==> src/rtl/resp_queue.sv <==
// resp_queue: response FIFO downstream of the output mux, with a per-tag
// outstanding-command scoreboard and sticky overflow / protocol-error flags.
module resp_queue #(
  parameter int DEPTH = 4,
  parameter int CW    = 3
) (
  input  logic          c_clk,
  input  logic          reset,
  input  logic [0:1]    in_resp,
  input  logic [0:1]    in_tag,
  input  logic [0:31]   in_data,
  input  logic          cmd_valid,
  input  logic [0:1]    cmd_tag,
  input  logic          port_ack,
  output logic [0:1]    port_resp,
  output logic [0:1]    port_tag,
  output logic [0:31]   port_data,
  output logic          almost_full,
  output logic [0:3]    pending_tags,
  output logic          overflow,
  output logic          tag_err,
  output logic [0:CW-1] count
);
  localparam int AW = $clog2(DEPTH);
  logic [0:35]   mem [DEPTH];
  logic [0:35]   head;
  logic [AW-1:0] rd, wr;
  logic [CW-1:0] cnt;
  logic [0:3]    pend, pend_n;
  logic          ovf, terr;
  logic          push, pop, drop, wr_en, cmd_err, rsp_err, has;
  assign push    = in_resp != 2'b00;
  assign pop     = port_ack && cnt != '0;
  assign drop    = push && cnt == CW'(DEPTH) && !pop;
  assign wr_en   = push && !drop;
  assign cmd_err = cmd_valid && pend[cmd_tag] && !(push && in_tag == cmd_tag);
  assign rsp_err = push && !pend[in_tag] && !(cmd_valid && cmd_tag == in_tag);
  // A response retires its tag before a same-cycle issue re-arms it.
  always_comb begin
    pend_n = pend;
    if (push) pend_n[in_tag] = 1'b0;
    if (cmd_valid) pend_n[cmd_tag] = 1'b1;
  end
  always_ff @(posedge c_clk)
    if (wr_en) mem[wr] <= {in_resp, in_tag, in_data};
  always_ff @(posedge c_clk or negedge reset)
    if (!reset) begin
      rd   <= '0;
      wr   <= '0;
      cnt  <= '0;
      pend <= '0;
      ovf  <= 1'b0;
      terr <= 1'b0;
    end else begin
      rd   <= rd + AW'(pop);
      wr   <= wr + AW'(wr_en);
      cnt  <= cnt + CW'(wr_en) - CW'(pop);
      pend <= pend_n;
      ovf  <= ovf | drop;
      terr <= terr | cmd_err | rsp_err;
    end
  assign has          = cnt != '0;
  assign head         = mem[rd];
  assign port_resp    = has ? head[0:1] : '0;
  assign port_tag     = has ? head[2:3] : '0;
  assign port_data    = has ? head[4:35] : '0;
  assign almost_full  = cnt >= CW'(DEPTH - 1);
  assign pending_tags = pend;
  assign overflow     = ovf;
  assign tag_err      = terr;
  assign count        = cnt;
endmodule

==> config.mk <==
export PLATFORM = sky130hd
export DESIGN_NAME = resp_queue
export DESIGN_NICKNAME = d
export VERILOG_FILES = /design/src/rtl/resp_queue.sv
export SDC_FILE = /design/constraint.sdc
export NUM_CORES = 1
export LEC_CHECK = 0
export BUFFER_PORTS_ARGS = -buffer_cell sky130_fd_sc_hd__buf_2
export CORE_ASPECT_RATIO = 0.75
export CORE_UTILIZATION = 57
export DETAILED_ROUTE_END_ITERATION = 8
export PLACE_DENSITY = 0.79
export SYNTH_ARGS = -nofsm -noshare
export SYNTH_HDL_FRONTEND = slang
export SYNTH_SLANG_ARGS = --single-unit
==> constraint.sdc <==
create_clock -name c_clk -period 4.6 [get_ports c_clk]
set_clock_uncertainty 0.1 [all_clocks]
set_input_delay 0.46 -clock c_clk [delete_from_list [all_inputs] [get_ports c_clk]]
set_output_delay 0.46 -clock c_clk [all_outputs]
set_load 0.02 [all_outputs]
==> run summary <==
Antenna diode count -> 0
Synthesized cell area -> 6200 um2
Worst-path clk slew -> 0.07 ns
PwrDens -> 732 nW/um2
Max FO, Critical Path -> 26
Max Freq -> 315 MHz
Slowest CP cell -> dfrtp_2
Initial antenna violation count -> 0
Largest net degree at the start of global routing -> 38
CP peak stage delay -> 0.92 ns
Max Slew Vio Count -> 0
Crit path capture type -> output port
Initial Util -> 59.4%
Max cap viols -> 0
Final setup vio count -> 0
Rows -> 32
Crit-path cells -> buf_4, mux4_2, nor2b_1, buf_2
HP Class -> in2reg
Fillers -> 664
RSZ-0062 raised after global routing -> no
Fin crit share -> 69.0%
Nets -> 436
Peak VDD IR -> 0.456 mV
Mapped Avg Cell Area -> 21.5 um2
Data arrival, critical path -> 2.61 ns
Syn Nets -> 336
Die area -> 11,300 um2
Via count -> 2,959
Slew headroom -> 35.5%
Netlist cell types -> 32
Max Root-Sink Buffers -> 2
Post-CTS Setup Bufs -> 0
Die height -> 92.3 um
WS Path Type -> reg2out
Clock root cell -> clkbuf_16
H-tree Lvls -> 4
Slew @ Worst Pin -> 0.968 ns
Sequential element share of the synthesized area -> 75.0%
Shortest period the worst path allows -> 3.17 ns
DRT antenna net count -> 0
Routed WL -> 10.7 mm
Place WS -> 1.82 ns
TritonCTS buffer count -> 17
Drt pass-1 iters -> 4
DP HPWL -> 6.08 mm
Leak Pwr -> 2.66 nW
Vias per inst -> 5.51
Final WS setup -> 1.43 ns
Syn Inst Count -> 288
Final hold violation count -> 0
Wirelength per Cell -> 19.8 um
DRC viols -> 0
Die width -> 122 um
Syn. warnings -> 0
Share of layout cells above drive strength 1 -> 41.4%
Post-synthesis register bit count -> 157
Clk_lat worst skew -> 0.41 ns
Initial drt markers -> 217
Setup TNS -> 0 ns
Total track usage -> 21.4%
Sink Count -> 157
Global-route wire length before repair -> 16.9 mm
Synthesis-to-layout area growth -> 18.5%
GPL Wtd Cong -> 0.781
Type of element launching the critical path -> flop
Outcome -> finished, final reports clean
Vias in the first global route -> 3,169
Data required, critical path -> 4.04 ns
CTS tree -> built
Number of port buffers -> 87
Core Footprint -> 10,500 um2
Io pins -> 88
GRT Residual Overflow -> 0
[synth_stat cells]
| master | instances | share of area (%) |
|---|---|---|
| nor2b_1 | 28 | 2.8 |
| ha_1 | 5 | 1.0 |
| nor3b_1 | 2 | 0.24 |
| nor3_1 | 1 | 0.081 |
| nand3_1 | 2 | 0.16 |
| clkbuf_1 | 3 | 0.18 |
| nor3_2 | 1 | 0.16 |
| inv_1 | 7 | 0.42 |
| mux4_1 | 6 | 2.5 |
| nand2_1 | 2 | 0.12 |
| and2b_1 | 9 | 1.1 |
| o31ai_1 | 2 | 0.24 |
| and3_1 | 1 | 0.10 |
| edfxtp_1 | 144 | 70 |
| buf_2 | 4 | 0.32 |
| a311o_1 | 1 | 0.16 |
| nand2b_1 | 1 | 0.10 |
| fa_1 | 1 | 0.32 |
| dfrtp_1 | 13 | 5.2 |
| or2_2 | 2 | 0.20 |
| a21o_1 | 1 | 0.12 |
| a311oi_1 | 1 | 0.14 |
| buf_6 | 1 | 0.18 |
| nor4b_2 | 1 | 0.24 |
| xnor2_1 | 2 | 0.28 |
| o2bb2ai_1 | 1 | 0.14 |
| mux4_2 | 32 | 12 |
| nor2_1 | 1 | 0.060 |
| buf_12 | 3 | 0.97 |
| o21ai_0 | 6 | 0.48 |
| xor2_1 | 3 | 0.42 |
| clkbuf_2 | 1 | 0.081 |
[repair_timing]
| item | CTS | global route |
|---|---|---|
| endpoints found under the hold margin | 13 | 0 |
| hold buffers | 1 | 0 |
| gates resized for setup | 0 | 0 |
[kinds of logic (layout without fill, tap and decap cells)]
| group | Yosys count | in the layout | synth area share, % |
|---|---|---|---|
| DFF | 157 | 157 | 75.0 |
| xor gates and xnor gates | 5 | 5 | 0.706 |
| and+or+nand+nor | 51 | 51 | 5.39 |
| adders and majority gates | 6 | 6 | 1.33 |
| buffers and inverters | 19 | 132 | 2.16 |
| AOI/OAI and AO/OA | 12 | 12 | 1.29 |
| muxes | 38 | 38 | 14.2 |
[final timing paths]
kind,from,end,slack (ns),cells after the start
setup / recovery,rd[0],port_tag[1],1.43,4
hold / removal,in_data[25],mem[0][6],0.16,1
setup reg to reg,count[1],count[0],2.07,7
hold reg to reg,overflow,overflow,0.35,1
max in group asynchronous,reset,rd[1],3.77,2
min in group asynchronous,reset,count[2],0.38,2
[layout make-up]
| class | count | area, um2 | share of cell area, % |
|---|---|---|---|
| Multi-Input combinational cell | 112 | 1440 | 19.6 |
| Sequential cell | 157 | 4650 | 63.3 |
| Inverter | 7 | 26.3 | 0.357 |
| Clock inverter | 15 | 153 | 2.08 |
| Tap cell | 136 | 170 | 2.31 |
| Clock buffer | 17 | 425 | 5.79 |
| Timing Repair Buffer | 93 | 483 | 6.57 |
[flip-flops by register name, indices dropped and copies added, names as in the netlist]
| signal | flops |
|---|---|
| rd | 2 |
| pending_tags | 4 |
| count | 3 |
| tag_err | 1 |
| overflow | 1 |
| wr | 2 |
| mem | 144 |
[placed cells by master, fill, tap and decap left out, types with 2 or more instances in the layout]
cell        synthesis  routed
or2_2               2       2
clkinv_4            0       4
clkbuf_16           0      17
inv_1               7       7
clkinvlp_4          0       4
mux4_1              6       6
xor2_1              3       3
dfrtp_1            13      11
inv_8               0       2
buf_4               0       5
dfrtp_2             0       2
nand3_1             2       2
nor3b_2             0       2
inv_6               0       4
o31ai_1             2       2
nor2b_1            28      28
mux4_2             32      32
and2b_1             9       9
edfxtp_1          144     144
xnor2_1             2       2
ha_1                5       5
o21ai_0             6       6
nand2_1             2       2
buf_2               4      87
[metal layers]
layer	track usage [%]	routed length, um
met1	27.8	4600
met2	34.4	5310
met3	8.00	627
met4	5.08	115
met5	0	0
[through the flow]
| step | power (mW) | instances | hold WS, ns | util (%) | instance area [um2] |
|---|---|---|---|---|---|
| 2_1_floorplan | 3.55 | 288 | 0.0644 | - | 6200 |
| 3_5_place_dp | 4.09 | 504 | 0.267 | 64.7 | 6760 |
| 6_report | 5.38 | 537 | 0.156 | 70.3 | 7350 |
| 4_1_cts | 5.45 | 537 | 0.138 | 70.3 | 7350 |
| 5_1_grt | 5.67 | 537 | 0.132 | 70.3 | 7350 |
| 3_3_place_gp | 4.03 | 504 | 0.266 | 64.7 | 6760 |
[power breakdown]
| part | switching, mW | total, mW | internal (mW) | leakage, nW |
|---|---|---|---|---|
| combinational | 0.989 | 1.77 | 0.777 | 0.910 |
| clock | 0.584 | 1.34 | 0.761 | 0.271 |
| sequential | 0.252 | 2.27 | 2.02 | 1.48 |
| total | 1.83 | 5.38 | 3.56 | 2.66 |
[critical path: cells and delay by family, from the launching register on]
family        cells  cell delay [ns]
buf+inv           2             0.56
flops             1             0.92
mux               1             0.56
simple gates      1             0.15
No activity file was read; power rests on OpenSTA's default activity.
